==> config.mk <==
export PLATFORM = sky130hd
export DESIGN_NAME = seq_pattern_tx
export DESIGN_NICKNAME = d
export VERILOG_FILES = /design/src/rtl/seq_pkg.sv /design/src/rtl/seq_piso.sv /design/src/rtl/seq_pattern_tx.sv
export SDC_FILE = /design/constraint.sdc
export NUM_CORES = 1
export LEC_CHECK = 0
export ABC_AREA = 1
export CAP_MARGIN = 20
export CELL_PAD_IN_SITES_DETAIL_PLACEMENT = 1
export CELL_PAD_IN_SITES_GLOBAL_PLACEMENT = 2
export CORE_MARGIN = 3
export CORE_UTILIZATION = 30
export DETAILED_ROUTE_END_ITERATION = 12
export PLACE_DENSITY = 0.77
export SYNTH_ARGS = -nofsm -noshare
export SYNTH_HDL_FRONTEND = slang
export SYNTH_SLANG_ARGS = --single-unit
==> constraint.sdc <==
create_clock -name clk -period 1.55 [get_ports clk]
set_input_delay 0.31 -clock clk [delete_from_list [all_inputs] [get_ports clk]]
set_output_delay 0.31 -clock clk [all_outputs]
set_load 0.02 [all_outputs]
==> src/rtl/seq_pkg.sv <==
// seq_pkg: shared state encoding and default pattern width for the serial sequence interface
package seq_pkg;
    localparam int SEQ_WIDTH = 4;
    typedef enum logic [1:0] {
        ST_IDLE  = 2'd0,
        ST_SHIFT = 2'd1,
        ST_GAP   = 2'd2,
        ST_DONE  = 2'd3
    } state_t;
endpackage

==> src/rtl/seq_piso.sv <==
// seq_piso: parallel-in serial-out shift register with a history of the bits shifted out
module seq_piso #(
    parameter int WIDTH = 4
) (
    input  logic             clk,
    input  logic             reset_n,
    input  logic             load,
    input  logic             shift,
    input  logic             clr_hist,
    input  logic [WIDTH-1:0] din,
    output logic             msb,
    output logic [WIDTH-1:0] hist
);
    logic [WIDTH-1:0] sr_q, sr_d, hist_q, hist_d;
    // A load on the last bit of a frame wins over the shift, but the outgoing bit still enters the history
    always_comb begin
        sr_d   = load ? din : shift ? {sr_q[WIDTH-2:0], 1'b0} : sr_q;
        hist_d = clr_hist ? '0 : shift ? {hist_q[WIDTH-2:0], sr_q[WIDTH-1]} : hist_q;
    end
    // Shift and history registers
    always_ff @(posedge clk or negedge reset_n) begin
        if (!reset_n) begin
            sr_q   <= '0;
            hist_q <= '0;
        end else begin
            sr_q   <= sr_d;
            hist_q <= hist_d;
        end
    end
    assign msb  = sr_q[WIDTH-1];
    assign hist = hist_q;
endmodule

==> src/rtl/seq_pattern_tx.sv <==
// seq_pattern_tx: sends a parallel pattern MSB-first a requested number of times with idle gaps
module seq_pattern_tx
    import seq_pkg::*;
#(
    parameter int WIDTH = SEQ_WIDTH,
    parameter int CNT_W = 4,
    parameter int GAP   = 2
) (
    input  logic             clk,
    input  logic             reset_n,
    input  logic             start,
    input  logic [WIDTH-1:0] pattern,
    input  logic [CNT_W-1:0] repeat_cnt,
    output logic             busy,
    output logic             data_out,
    output logic             bit_valid,
    output logic             frame_last,
    output logic             done,
    output logic [WIDTH-1:0] current_seq
);
    localparam int BW = $clog2(WIDTH);
    localparam int GW = GAP > 0 ? $clog2(GAP + 1) : 1;
    state_t           state_q, state_d;
    logic [BW-1:0]    bit_cnt_q, bit_cnt_d;
    logic [CNT_W-1:0] rem_q, rem_d;
    logic [GW-1:0]    gap_cnt_q, gap_cnt_d;
    logic [WIDTH-1:0] pat_q, pat_d, load_val;
    logic             load, shift, clr_hist, msb, last_bit;
    assign last_bit = state_q == ST_SHIFT && bit_cnt_q == BW'(WIDTH - 1);
    // Next-state, counter and shift-register control decode
    always_comb begin
        state_d   = state_q;
        bit_cnt_d = bit_cnt_q;
        rem_d     = rem_q;
        gap_cnt_d = gap_cnt_q;
        pat_d     = pat_q;
        load_val  = pat_q;
        load      = 1'b0;
        shift     = 1'b0;
        clr_hist  = 1'b0;
        case (state_q)
            ST_IDLE: if (start) begin
                pat_d     = pattern;
                load_val  = pattern;
                load      = 1'b1;
                clr_hist  = 1'b1;
                rem_d     = repeat_cnt;
                bit_cnt_d = '0;
                gap_cnt_d = '0;
                state_d   = repeat_cnt != '0 ? ST_SHIFT : ST_DONE;
            end
            ST_SHIFT: begin
                shift     = 1'b1;
                bit_cnt_d = last_bit ? '0 : bit_cnt_q + 1'b1;
                if (last_bit) begin
                    rem_d   = rem_q - 1'b1;
                    load    = rem_q != CNT_W'(1);
                    state_d = rem_q == CNT_W'(1) ? ST_DONE : GAP > 0 ? ST_GAP : ST_SHIFT;
                end
            end
            ST_GAP: begin
                gap_cnt_d = gap_cnt_q == GW'(GAP - 1) ? '0 : gap_cnt_q + 1'b1;
                state_d   = gap_cnt_q == GW'(GAP - 1) ? ST_SHIFT : ST_GAP;
            end
            default: state_d = ST_IDLE;
        endcase
    end
    // State and counter registers
    always_ff @(posedge clk or negedge reset_n) begin
        if (!reset_n) begin
            state_q   <= ST_IDLE;
            bit_cnt_q <= '0;
            rem_q     <= '0;
            gap_cnt_q <= '0;
            pat_q     <= '0;
        end else begin
            state_q   <= state_d;
            bit_cnt_q <= bit_cnt_d;
            rem_q     <= rem_d;
            gap_cnt_q <= gap_cnt_d;
            pat_q     <= pat_d;
        end
    end
    seq_piso #(.WIDTH(WIDTH)) u_piso (
        .clk     (clk),
        .reset_n (reset_n),
        .load    (load),
        .shift   (shift),
        .clr_hist(clr_hist),
        .din     (load_val),
        .msb     (msb),
        .hist    (current_seq)
    );
    assign busy       = state_q != ST_IDLE;
    assign bit_valid  = state_q == ST_SHIFT;
    assign data_out   = bit_valid & msb;
    assign frame_last = last_bit;
    assign done       = state_q == ST_DONE;
endmodule
======== Word-level counts from Yosys, hierarchy flattened ========
Cells that the tools add are included.
cells by class
  add/sub/neg operators ................... 3
  equality and inequality tests ........... 9
  mux-type cells .......................... 25
  bitwise operators ....................... 1
  reduce and logical (&&, ||, !) cells .... 12
operators with widths
  operator                                             number
  2-to-1 mux 4 bit                                     8
  2-to-1 mux 2 bit                                     7
  nonzero test 2 bit                                   5
  one-hot mux 2 bit (2 select lines)                   2
  one-hot mux 4 bit (2 select lines)                   1
  equality test 2 bit, second input constant           3
  one-hot mux 2 bit (3 select lines)                   1
  AND reduction 2 bit                                  3
  2-to-1 mux 1 bit                                     5
  adder 2 x 1 -> 2 bit, second input constant          2
  equality test 2 x 1 -> 1 bit, second input constant  2
  equality test 4 x 1 -> 1 bit, second input constant  1
  != test 4 x 1 -> 1 bit, second input constant        1
  nonzero test 4 bit                                   1
  subtractor 4 x 1 -> 4 bit, second input constant     1
  AND reduction 3 bit                                  1
  logical NOT 2 bit                                    1
  != test 2 x 1 -> 1 bit, second input constant        1
  != test 2 bit, second input constant                 1
  one-hot mux 1 bit (2 select lines)                   1
  AND 1 bit                                            1
  logical AND 1 bit                                    1
word-level totals
  register bits ........................... 22
  input port bits ......................... 11
  output and inout port bits .............. 9
  logic and storage cells ................. 57

======== Depth between registers and ports, before layout ========
  word-level depth ........................ 5
  mapped depth ............................ 9
  mapped depth without buffers ............ 7

======== By module ========
A second synthesis with hierarchy kept.
unflattened totals
  cells, all modules ...................... 145
  area total of the unflattened synthesis .. 1134.8 um^2
modules (own cells, without submodules)
  module          times used  cells an instance  area an instance (um^2)  seq. area each (um^2)
  seq_pattern_tx  1           102                778.2                    350.3
  seq_piso        1           43                 356.6                    200.2

======== Worst setup path before layout ========
No wires, ideal clock.
  path type ............................... register to output
  from .................................... register state_q[1]
  to ...................................... output port data_out
  arrival time ............................ 1.058 ns
  data required time ...................... 1.240 ns
  path slack .............................. 0.182 ns
  cell stages (with the launch flop) ...... 5
  buffers on the path ..................... 1
  cell sequence ........................... dfrtp_1 -> inv_2 -> nand2_4 -> buf_6 -> nor2_1
on the way
  word-level cells in the longest chain between the ends .. 2
ends and longest elaborated chain
  what                          RTL line              text
  from (decl)                   seq_pattern_tx.sv:23  state_t state_q, state_d;
  from (signal assigned)        seq_pattern_tx.sv:77  state_q <= state_d;
  equality test 2 x 1 -> 1 bit  seq_pattern_tx.sv:95  assign bit_valid = state_q == ST_SHIFT;
  AND 1 bit                     seq_pattern_tx.sv:96  assign data_out = bit_valid & msb;
  to (decl)                     seq_pattern_tx.sv:15  output logic data_out,
No other way between the ends.

======== Final worst setup path ========
  from .................................... register bit_cnt_q[0]
  to ...................................... output port frame_last
on the way
  word-level cells in the longest chain between the ends .. 2
ends and longest elaborated chain
  what                    RTL line              text
  from (decl)             seq_pattern_tx.sv:24  logic [BW-1:0] bit_cnt_q, bit_cnt_d;
  from (signal assigned)  seq_pattern_tx.sv:78  bit_cnt_q <= bit_cnt_d;
  equality test 2 bit     seq_pattern_tx.sv:29  assign last_bit = state_q == ST_SHIFT && bit_cnt_q == BW'(WIDTH - 1);
  logical AND 1 bit       seq_pattern_tx.sv:29
  to (decl)               seq_pattern_tx.sv:17  output logic frame_last,
No other way between the ends.

==> key figures <==
Clock network
  – Root Buffer: clkbuf_8
  – CTS tree: yes
  – Postcts setup bufs: 0
  – Total CTS buffers: 3
  – # H-tree levels: 1
  – Cts hold-fix bufs: 0
  – Max clock buf depth: 2
  – Clk_lat worst skew: 270 ps
  – Clock-pin slew on the worst setup and hold paths: 80 ps
  – Clk sinks: 22

Setup path
  – Crit path required time: between 1000 and 1500 ps
  – Critical Path Source: bit_cnt_q[0]$_DFFE_PN0P_
  – Crit path cell chain: ha_2 -> inv_1 -> nor2_2 -> buf_4
  – Slowest cell delay on critical path: between 300 and 400 ps
  – Crit end category: primary output
  – Slowest cell on crit path: dfrtp_1
  – Setup CP Type: register to primary output
  – CP startpoint kind: register
  – CP arrival: 1110 ps
  – Reg2reg start: state_q[0]$_DFFE_PN0P_
  – Worst-path maximum fanout: 2

Power
  – Peak VDD IR: 0.000805 V
  – LEAKAGE: ~0.82 nW
  – PnR Total Power: 3.14 mW
  – PwrDens: 2050 nW/um^2

Worst hold path
  – Hold Crit Class: primary input to asynchronous set/reset pin

Logic synthesis
  – Main synth FF type: dfrtp_1
  – Synthesized instance count: between 100 and 150
  – Count leader, synth: nand2_1
  – Syn Area/Cell: 7.96 um^2
  – Distinct cells, synth: 21
  – Yosys top cell area share: 47.7%
  – Synth top cells by count: nand2_1 (48), dfrtp_1 (22), inv_1 (19)
  – Warnings from Yosys: 0
  – Synth async-reset ratio: 100%
  – Number of synthesized flops with an enable pin: 0
  – Register area share after synthesis: a little under half
  – Synth area leader: dfrtp_1
  – Mapped Area: 1150 um^2
  – Largest cells by area after synthesis: dfrtp_1 (48%), nand2_1 (16%), inv_1 (6.2%), nand3_1 (5.2%), ha_1 (3.3%)
  – Syn_nets: 159
  – Yosys reg bits: 22

Place
  – GPL Wtd Cong: approximately 0.84
  – Placed Area: about 1500 um^2
  – Port Buffers: 19
  – HPWL after DPL: 2280 um

Outcome
  – Status: complete, no violations

Timing
  – Worst-Margin Slew: roughly 300 ps
  – Setup-failing EPs final: 0
  – Max-slew violation count: 0
  – Final hold vios: 0
  – Clk_skew: 4.36 ps
  – Shortest period the worst path allows: roughly 1400 ps
  – Peak Freq: 702 MHz
  – RSZ-0062 raised after global routing: false
  – Max transition margin: approximately four fifths
  – Post-route clock period utilization: 91.8%

Floorplan
  – Placement Rows: 21
  – Die area: 4630 um^2
  – Die Width: about 68 um
  – Core ar.: between 3000 and 4000 um^2
  – Die Y: 68.0 um
  – IO Pins: 20
  – Starting Density: around a third

Final layout
  – Final nets: around 190
  – Area Growth Syn to Fin: 32.7%
  – Final design utilization: 43.5%
  – Final Instance Area: 1530 um^2
  – ANT cells: 0
  – Share of cells above drive strength 1: 20.1%

Global route
  – First-pass GRT wire length: 5090 um
  – Largest net degree at the start of global routing: 23
  – GRT Total Usage: 15.1%
  – Initial antenna violation count: 0
  – GRT Residual Overflow: 0
  – Vias in the first global route: 1135

Run
  – Max Cap Viol: 0

Routing
  – # DRC: 0
  – DR WL/cell: 12.7 um
  – DRT iter0 DRCs: 25
  – Vias: 1040
  – Via-per-instance ratio: 4.62
  – Antenna-violating nets left: 0
  – Total Wirelength: 2850 um
  – First-pass iteration count of the detailed router: 3
-- cell type report --
type / instances / area, um^2
fill: 454 / 1990
sequential: 22 / 552
clock inverter: 1 / 30.0
timing repair buffer: 33 / 275
tap: 46 / 57.6
clock buffer: 3 / 41.3
inverter: 22 / 86.3
multi-input combinational: 98 / 490
-- final timing paths --
path,cells past startpoint,slack (ps),endpoint
hold / removal,2,390,rem_q[3]$_DFFE_PN0P_
min in group clk,2,480,pat_q[3]$_DFF_PN0_
setup reg to reg,8,180,u_piso.sr_q[3]$_DFFE_PN0P_
hold reg to reg,2,480,pat_q[3]$_DFF_PN0_
setup / recovery,4,130,frame_last
max in group asynchronous,2,920,state_q[0]$_DFFE_PN0P_
-- critical path, delay by kind of cell, from the launching register on --
kind | cells | cell delay (ps)
buf+inv | 2 | 230
fa+ha+maj | 1 | 190
simple gates | 1 | 40
flops | 1 | 390
-- per-stage QoR --
stage / hold WS [ps] / TNS, ps / std cells / setup slack, ps
2_1_floorplan: 14.4 / 0 / 145 / 182
3_3_place_gp: 463 / -50.9 / 221 / -44.1
4_1_cts: 388 / 0 / 225 / 4.27
5_1_grt: 408 / 0 / 225 / 3.64
3_5_place_dp: 466 / -99.4 / 221 / -71.5
6_report: 387 / 0 / 225 / 126
-- registers in the layout, indices dropped and copies added (netlist names) --
register / flops
pat_q: 4
rem_q: 4
u_piso.hist: 4
u_piso.sr_q: 4
bit_cnt_q: 2
gap_cnt_q: 2
state_q: 2
-- layer usage --
layer | wire [um] | GRT usage [%] | share of wire [%] | vias to the layer above
met3 | 104 | 2.30 | 3.6 | 4
met2 | 1470 | 26.1 | 51 | 15
met4 | 42 | 7.44 | 1.5 | 0
met5 | 0 | 0 | 0 | -
met1 | 1240 | 18.0 | 43 | 500
li1 | - | - | - | 521
-- kinds of logic after synthesis --
| logic type | share of synthesized area [%] |
|---|---|
| AO/OA/AOI/OAI | 7.04 |
| XOR/XNOR | 0.759 |
| adder cells (fa/ha/maj) | 3.25 |
| buffers and inverters | 10.1 |
| flip-flops | 47.7 |
| AND/OR/NAND/NOR | 31.2 |
-- timing repair --
action                     CTS  global route
resized for setup           18             9
pin swaps                    0             1
setup endpoints to repair    7             8
-- power breakdown --
part	total [mW]	internal [mW]	switching, mW	leakage, nW
Clock	0.542	0.345	0.197	0.0357
Sequential	0.972	0.821	0.151	0.281
Combinational	1.63	0.661	0.969	0.500
-- cells in the final DEF, fill, tap and decap left out, types with 4 or more instances in the layout --
cell type / n
a21oi_1: 4
buf_4: 15
clkdlybuf4s50_1: 10
dfrtp_1: 21
inv_1: 19
nand2_1: 48
nand3_1: 12
nor2_1: 8
o21ai_0: 4
(Power assumes the default switching activity.)
